<file path="src/rtl/fifo_byte_reader_pkg.sv">
// Shared types and sizes for the FIFO byte reader.
// FIFO_BYTE_READER_PARITY_EN adds the PAR state to the state enum.
package fifo_byte_reader_pkg;

    localparam int WORD_W         = 32;
    localparam int BYTE_W         = 8;
    localparam int BYTES_PER_WORD = 4;
    localparam int IDX_W          = $clog2(BYTES_PER_WORD);

`ifdef FIFO_BYTE_READER_PARITY_EN
    typedef enum logic [2:0] {
        ST_IDLE = 3'd0,
        ST_RD   = 3'd1,
        ST_WAIT = 3'd2,
        ST_SEND = 3'd3,
        ST_PAR  = 3'd4
    } state_t;
`else
    typedef enum logic [1:0] {
        ST_IDLE = 2'd0,
        ST_RD   = 2'd1,
        ST_WAIT = 2'd2,
        ST_SEND = 2'd3
    } state_t;
`endif

endpackage

</file>
<file path="src/rtl/fifo_byte_shifter.sv">
// Word shift register and byte index for the FIFO byte reader.
// The outgoing byte always sits at the head of the register; each
// accepted byte shifts the next one into the head position.
module fifo_byte_shifter
    import fifo_byte_reader_pkg::*;
#(
    parameter bit MSB_FIRST = 1'b1
) (
    input  logic              clk,
    input  logic              rst,
    input  logic              load,
    input  logic [WORD_W-1:0] data,
    input  logic              advance,
    output logic [BYTE_W-1:0] cur_byte,
    output logic              last
);

    logic [WORD_W-1:0] sr;
    logic [IDX_W-1:0]  idx;

    // Capture a new word, or shift the next byte to the head on accept.
    always_ff @(posedge clk) begin
        if (rst) begin
            sr  <= '0;
            idx <= '0;
        end else if (load) begin
            sr  <= data;
            idx <= '0;
        end else if (advance) begin
            if (MSB_FIRST)
                sr <= {sr[WORD_W-BYTE_W-1:0], {BYTE_W{1'b0}}};
            else
                sr <= {{BYTE_W{1'b0}}, sr[WORD_W-1:BYTE_W]};
            idx <= idx + 1'b1;
        end
    end

    // Head byte and end-of-word flag.
    always_comb begin
        cur_byte = MSB_FIRST ? sr[WORD_W-1 -: BYTE_W] : sr[BYTE_W-1:0];
        last     = (idx == IDX_W'(BYTES_PER_WORD - 1));
    end

endmodule

</file>
<file path="src/rtl/fifo_byte_reader.sv">
// Reads 32-bit words from a FIFO and serializes them as bytes over a
// valid/ready handshake. Optional macro FIFO_BYTE_READER_PARITY_EN
// appends an XOR parity byte after the four data bytes of each word.
module fifo_byte_reader
    import fifo_byte_reader_pkg::*;
#(
    parameter bit MSB_FIRST = 1'b1
) (
    input  logic              clk,
    input  logic              rst,
    input  logic              en,
    input  logic              fifo_empty,
    output logic              fifo_rd,
    input  logic [WORD_W-1:0] fifo_data,
    output logic [BYTE_W-1:0] byte_out,
    output logic              byte_valid,
    input  logic              byte_ready,
    output logic              busy
);

    state_t            state, state_nxt;
    logic              load, advance, last;
    logic [BYTE_W-1:0] cur_byte;

    fifo_byte_shifter #(.MSB_FIRST(MSB_FIRST)) u_shifter (
        .clk      (clk),
        .rst      (rst),
        .load     (load),
        .data     (fifo_data),
        .advance  (advance),
        .cur_byte (cur_byte),
        .last     (last)
    );

    // State register.
    always_ff @(posedge clk) begin
        if (rst) state <= ST_IDLE;
        else     state <= state_nxt;
    end

    // Read strobe is a flop that is high exactly while in RD.
    always_ff @(posedge clk) begin
        if (rst) fifo_rd <= 1'b0;
        else     fifo_rd <= (state_nxt == ST_RD);
    end

`ifdef FIFO_BYTE_READER_PARITY_EN
    logic [BYTE_W-1:0] parity;

    // Running XOR of the data bytes actually handed downstream.
    always_ff @(posedge clk) begin
        if (rst)
            parity <= '0;
        else if (load)
            parity <= '0;
        else if (state == ST_SEND && byte_ready)
            parity <= parity ^ cur_byte;
    end
`endif

    // Next-state, handshake and shifter control.
    always_comb begin
        state_nxt  = state;
        load       = 1'b0;
        advance    = 1'b0;
        byte_valid = 1'b0;
        byte_out   = '0;
        case (state)
            ST_IDLE: begin
                if (en && !fifo_empty) state_nxt = ST_RD;
            end
            // FIFO sees the strobe here; data arrives during WAIT.
            ST_RD: state_nxt = ST_WAIT;
            ST_WAIT: begin
                load      = 1'b1;
                state_nxt = ST_SEND;
            end
            ST_SEND: begin
                byte_valid = 1'b1;
                byte_out   = cur_byte;
                if (byte_ready) begin
                    advance = 1'b1;
`ifdef FIFO_BYTE_READER_PARITY_EN
                    if (last) state_nxt = ST_PAR;
`else
                    if (last) state_nxt = ST_IDLE;
`endif
                end
            end
`ifdef FIFO_BYTE_READER_PARITY_EN
            ST_PAR: begin
                byte_valid = 1'b1;
                byte_out   = parity;
                if (byte_ready) state_nxt = ST_IDLE;
            end
`endif
            default: state_nxt = ST_IDLE;
        endcase
    end

    assign busy = (state != ST_IDLE);

endmodule

</file>
<file path="config.mk">
export PLATFORM = sky130hd
export DESIGN_NAME = fifo_byte_reader
export DESIGN_NICKNAME = d
export VERILOG_FILES = /design/src/rtl/fifo_byte_reader_pkg.sv /design/src/rtl/fifo_byte_shifter.sv /design/src/rtl/fifo_byte_reader.sv
export SDC_FILE = /design/constraint.sdc
export NUM_CORES = 1
export LEC_CHECK = 0
export CORE_UTILIZATION = 30
export DETAILED_ROUTE_END_ITERATION = 12
export SLEW_MARGIN = 20
export SYNTH_ARGS = -nofsm -noshare
export SYNTH_HDL_FRONTEND = slang
export SYNTH_HIERARCHICAL = 1
export SYNTH_SLANG_ARGS = --single-unit
</file>
<file path="constraint.sdc">
create_clock -name clk -period 2.4 [get_ports clk]
set_input_delay 0.6 -clock clk [delete_from_list [all_inputs] [get_ports clk]]
set_output_delay 0.6 -clock clk [all_outputs]
set_load 0.03 [all_outputs]
</file>
==> results of run 1 <==
==> synth_stat cells, types with 3 or more instances <==
cell type	count	area, um2
clkbuf_1	6	22.52
dfxtp_1	37	740.7
buf_4	12	90.09
and3_1	9	56.30
a21oi_1	8	40.04
mux2i_1	25	250.2
or3b_2	3	26.28
nand2_1	8	30.03
or3b_1	5	43.79
nor2b_1	25	156.4
a211oi_1	24	180.2
==> through the flow <==
step | util | cells | setup slack [ps] | area (um2)
floorplan | - | 182 | 831.3 | 1783
global placement | 0.4016 | 283 | 196.1 | 2252
detailed placement | 0.4016 | 283 | 153.7 | 2252
CTS | 0.4224 | 291 | 30.58 | 2369
global route | 0.4226 | 291 | 13.36 | 2370
finish | 0.4226 | 291 | 92.94 | 2370
==> metal layers <==
metal  track usage  wire [um]  up-vias
li1              -          -      709
met1        0.1832       1931      601
met2        0.1836       1575       31
met3       0.04023        141        5
met4       0.06000         53        0
met5             0          0        -
==> report_power, final <==
part           leakage [nW]  internal (mW)  switching, mW
Combinational         0.449          0.124         0.0930
Clock                0.0585          0.339          0.211
Sequential            0.303          0.663         0.0308
==> state kept, by name (all words and copies together), names as in the netlist <==
| signal | flops |
|---|---|
| state | 2 |
| u_shifter/idx | 2 |
| u_shifter/sr | 32 |
| fifo_rd | 1 |
==> logic make-up after synthesis <==
group           Yosys count  share of synthesized area
mux                      25                     0.1404
compound gates           34                     0.1354
fa+ha+maj                 1                   0.007016
flops                    37                     0.4154
buf+inv                  26                    0.08983
simple gates             58                     0.2070
xor+xnor                  1                   0.004913
==> final cells by class <==
type / instances / area [um2]
clock buffers: 7 / 86.33
clock inverters: 1 / 30.03
fillers: 572 / 3238
inverters: 2 / 7.507
multi-input cells: 119 / 885.9
flip-flops and latches: 37 / 742.0
well taps: 72 / 90.09
repair buffers: 53 / 528.0
==> worst max-delay path: stages, from the launching register on <==
cell	delay (ps)
dfxtp_1	440
buf_4	190
nor2_2	50
inv_1	80
clkdlybuf4s50_1	670
==> how the worst max path moves through the flow <==
stage                                    from                       endpoint  cells after the start
final                     state[0]$_SDFF_PP0_                           busy                      4
after global routing      state[0]$_SDFF_PP0_                           busy                      4
after CTS                 state[1]$_SDFF_PP0_                    byte_out[7]                      2
after detailed placement           byte_ready  u_shifter/sr[16]$_SDFFE_PP0P_                      5
after global placement             byte_ready  u_shifter/sr[16]$_SDFFE_PP0P_                      5
after floorplan                    byte_ready   u_shifter/sr[4]$_SDFFE_PP0P_                      5
==> metrics.cfg, run 1 <==
[global_routing]
grt_pass1_vias = 1317
track_usage = 0.1316
grt_max_degree = 43
grt_overflow = 0
antenna_found_initial = 0
grt_pass1_wl_um = 6237

[timing]
worst_pin_slew_ps = 807.7
hold_viol = 0
fmax_mhz = 433.5
rsz0062_at_grt = false
slew_violations = 0
setup_tns_ps = 0
finalSetupViolCount = 0
relSlewSlack = 0.4609
whs_ps = 541.2
skew_ps = 4.521
period_needed_ps = 2307
min_period_over_period = 0.9613

[flow_run]
maxCapViolCount = 0

[yosys]
syn-instance-count = 182
ys_warn_count = 6
ys_types = 25
avgSynthCellArea_um2 = 9.796
synthArstFlopShare = 0
synth_ff_type = dfxtp_1
syn_nets = 220
syn_area_um2 = 1783
ys_ff_latch = 37
yosysSeqAreaShare = 0.4154
synth_edf_count = 0

[final_layout]
final_nets = 256
antenna_cells = 0
drive_gt1_frac = 0.1050
final_common_cell = clkdlybuf4s50_1
areaGrowthSynthToFinish_pct = 32.91
final_cell_mix = 47 x clkdlybuf4s50_1, 36 x dfxtp_1, 25 x mux2i_1, 24 x nor2b_1, 24 x a211oi_1

[clock_network]
clockRootBuffer = clkbuf_8
htreeDepth = 2
postCtsSetupRepairBufs = 0
ctsHoldBuffers = 0
cts_tree = yes
cts_inserted_buffers = 5
clk_pin_slew_ps = 70
post_cts_resized = 0
clk_latency_ps = 280
clkSinkCount = 37
cts_buffer_depth = 2

[min_path]
holdPathEnd = u_shifter/idx[1]$_SDFFE_PP0P_
hold_depth = 2
hp-start = u_shifter/idx[1]$_SDFFE_PP0P_
hp-class = flop to flop

[floorplanning]
die_height_um = 79.09
ios = 48
row_count = 27
core_um2 = 5608
die-area_um2 = 6255
die_w_um = 79.09
start_util = 0.3179

[placement]
hpwl_um = 2536
portBuffers = 47
gp_congestion = 0.6789

[routing]
drc = 0
drt_wl_total_um = 3702
dr_total_vias = 1346
drt-initial-drc-count = 54
vias_per_cell = 4.625
ant_nets = 0
firstDrtPassIters = 4
wl_per_cell_um = 12.72

[critical_path]
reg2reg_from = state[0]$_SDFF_PP0_
arrival_ps = 1710
cp.required_ps = 1800
r2r-end = u_shifter/sr[16]$_SDFFE_PP0P_
reg2reg_depth = 5
crit_fanout = 10
cp-start-kind = flop
cp-end-kind = primary output
r2r_setup_slack_ps = 620
worstSetupPathType = flop to primary output

[power]
p_total_mw = 1.460
peakVddDrop_v = 0.0002058
powerDensity_nw_per_um2 = 616.1
p_leak_nw = 0.8110

[outcome]
status = finished, final reports clean

Power figures use the tool's default switching activity.
==> run 2, diff against run 1 <==
--- a/config.mk
+++ b/config.mk
@@ -7,6 +7,7 @@
 export LEC_CHECK = 0
 export CORE_UTILIZATION = 30
 export DETAILED_ROUTE_END_ITERATION = 12
+export RECOVER_POWER = 25
 export SLEW_MARGIN = 20
 export SYNTH_ARGS = -nofsm -noshare
 export SYNTH_HDL_FRONTEND = slang
==> metrics.cfg, run 2 (same netlist as run 1, synthesis figures left out) <==
[final_layout]
drive_gt1_frac = 0.09132  ; was 0.1050
fill_cells = 576  ; was 572
final_nets = 256  ; unchanged
antenna_cells = 0  ; unchanged
final_cell_mix = 45 x clkdlybuf4s50_1, 36 x dfxtp_1, 25 x mux2i_1, 24 x nor2b_1, 24 x a211oi_1  ; was 47 x clkdlybuf4s50_1, 36 x dfxtp_1, 25 x mux2i_1, 24 x nor2b_1, 24 x a211oi_1
final_common_cell = clkdlybuf4s50_1  ; unchanged
areaGrowthSynthToFinish_pct = 32.35  ; was 32.91%
largestRegisters = u_shifter/sr (32), state (2), u_shifter/idx (2)  ; unchanged
largest_reg_flops = 32  ; unchanged
top_register = u_shifter/sr  ; unchanged

[critical_path]
reg2reg_from = state[0]$_SDFF_PP0_  ; unchanged
r2r_setup_slack_ps = 400  ; was 620 ps
cp-endpoint = busy  ; unchanged
crit_fanout = 10  ; unchanged
cp.required_ps = 1800  ; about the same
arrival_ps = 1700  ; was 1710 ps
cp-end-kind = primary output  ; unchanged
reg2reg_depth = 5  ; unchanged
cp_cell_sequence = buf_4, nor2_2, inv_1, clkdlybuf4s50_1  ; unchanged
critPathMaxStageDelay_ps = 660  ; was 670 ps
worstSetupPathType = flop to primary output  ; unchanged
cp-start-kind = flop  ; unchanged
crit_start = state[0]$_SDFF_PP0_  ; unchanged
r2r-end = u_shifter/sr[16]$_SDFFE_PP0P_  ; unchanged
cp_slowest_cell = clkdlybuf4s50_1  ; unchanged

[floorplanning]
ios = 48  ; unchanged
die-area_um2 = 6255  ; unchanged
die_w_um = 79.09  ; unchanged
start_util = 0.3179  ; unchanged
die_height_um = 79.09  ; unchanged
core_um2 = 5608  ; unchanged
row_count = 27  ; unchanged

[global_routing]
antenna_found_initial = 0  ; unchanged
grt_pass1_wl_um = 6237  ; unchanged
grt_max_degree = 43  ; unchanged
grt_overflow = 0  ; unchanged
grt_pass1_vias = 1317  ; unchanged
track_usage = 0.1316  ; unchanged

[placement]
dp_slack_ps = 153.7  ; unchanged
hpwl_um = 2536  ; unchanged
gp_congestion = 0.6789  ; unchanged
portBuffers = 47  ; unchanged

[routing]
wl_per_cell_um = 12.75  ; was 12.72 um
drc = 0  ; unchanged
firstDrtPassIters = 4  ; unchanged
drt_wl_total_um = 3710  ; was 3702 um
wl_met3_um = 141  ; unchanged
ant_nets = 0  ; unchanged
dr_total_vias = 1354  ; was 1346
drt-initial-drc-count = 56  ; was 54
vias_per_cell = 4.653  ; was 4.625
wl_met1_um = 1939  ; was 1931 um
wl_met2_um = 1576  ; was 1575 um
top_layer_used = met4  ; unchanged

[power]
p_total_mw = 1.458  ; was 1.460 mW
powerDensity_nw_per_um2 = 617.8  ; was 616.1 nW/um2
peakVddDrop_v = 0.0002065  ; was 0.0002058 V
p_leak_nw = 0.8070  ; was 0.8110 nW

[timing]
finalSetupViolCount = 0  ; unchanged
fmax_mhz = 435.7  ; was 433.5 MHz
setup_ws_ps = 104.7  ; was 92.94 ps
skew_ps = 4.704  ; was 4.521 ps
min_period_over_period = 0.9564  ; was 0.9613
slew_violations = 0  ; unchanged
rsz0062_at_grt = false  ; unchanged
period_needed_ps = 2295  ; was 2307 ps
setup_tns_ps = 0  ; unchanged
worst_pin_slew_ps = 1207  ; was 807.7 ps
relSlewSlack = 0.1955  ; was 0.4609
hold_viol = 0  ; unchanged

[clock_network]
cts_inserted_buffers = 5  ; unchanged
clkSinkCount = 37  ; unchanged
cts_tree = yes  ; unchanged
htreeDepth = 2  ; unchanged
clockRootBuffer = clkbuf_8  ; unchanged
post_cts_resized = 0  ; unchanged
ctsHoldBuffers = 0  ; unchanged
cts_buffer_depth = 2  ; unchanged
clk_pin_slew_ps = 70  ; about the same
postCtsSetupRepairBufs = 0  ; unchanged
clk_latency_ps = 280  ; about the same

[min_path]
hp-class = flop to flop  ; unchanged

[flow_run]
maxCapViolCount = 0  ; unchanged

[outcome]
status = finished, final reports clean  ; unchanged

-- run 2: layout make-up --
type	instances	area [um2]	area share
inverters	2	7.507	0.003181
clock inverters	1	30.03	0.01273
multi-input cells	119	879.6	0.3727
clock buffers	7	86.33	0.03659
well taps	72	90.09	0.03818
repair buffers	53	524.3	0.2222
flip-flops and latches	37	742.0	0.3144
-- run 2: stage by stage --
| step | utilization | hold slack [ps] | cells | instance area, um2 |
|---|---|---|---|---|
| 3_3_place_gp | 0.4016 | 509.9 | 283 | 2252 |
| 2_1_floorplan | - | 501.5 | 182 | 1783 |
| 4_1_cts | 0.4224 | 540.8 | 291 | 2369 |
| 3_5_place_dp | 0.4016 | 517.6 | 283 | 2252 |
| 5_1_grt | 0.4208 | 563.1 | 291 | 2360 |
| 6_report | 0.4208 | 540.1 | 291 | 2360 |
-- run 2: critical path: cells and delay by family, from the launching register on --
| family | cells | cell delay (ps) |
|---|---|---|
| and+or+nand+nor | 1 | 50 |
| DFF | 1 | 450 |
| buffers and inverters | 3 | 920 |
-- run 2: power breakdown --
group | internal [mW] | leakage (nW) | switching (mW) | total [mW]
clock | 0.339 | 0.0585 | 0.211 | 0.550
combinational | 0.122 | 0.445 | 0.0923 | 0.214
sequential | 0.663 | 0.303 | 0.0311 | 0.694
total | 1.12 | 0.807 | 0.334 | 1.46
-- run 2: how the worst min path moves through the flow --
stage	startpoint	end	slack [ps]	depth (start not counted)
finish	u_shifter/idx[1]$_SDFFE_PP0P_	u_shifter/idx[1]$_SDFFE_PP0P_	540	2
global route	u_shifter/idx[0]$_SDFFE_PP0P_	u_shifter/idx[0]$_SDFFE_PP0P_	560	2
CTS	u_shifter/idx[1]$_SDFFE_PP0P_	u_shifter/idx[1]$_SDFFE_PP0P_	540	2
detailed placement	u_shifter/idx[1]$_SDFFE_PP0P_	u_shifter/idx[1]$_SDFFE_PP0P_	520	2
global placement	u_shifter/idx[1]$_SDFFE_PP0P_	u_shifter/idx[1]$_SDFFE_PP0P_	510	2
floorplan	u_shifter/idx[1]$_SDFFE_PP0P_	u_shifter/idx[1]$_SDFFE_PP0P_	500	2
-- run 2: per-layer routing --
layer,track usage,vias up
li1,-,709
met1,0.1832,609
met2,0.1836,31
met3,0.04023,5
met4,0.06000,0
met5,0,-
==> run 3, diff against run 2 <==
--- a/config.mk
+++ b/config.mk
@@ -5,6 +5,7 @@
 export SDC_FILE = /design/constraint.sdc
 export NUM_CORES = 1
 export LEC_CHECK = 0
+export ABC_CLOCK_PERIOD_IN_PS = 2400
 export CORE_UTILIZATION = 30
 export DETAILED_ROUTE_END_ITERATION = 12
 export RECOVER_POWER = 25
==> results of run 3 <==
The final DEF is identical to that of run 2; final timing and power are the same.
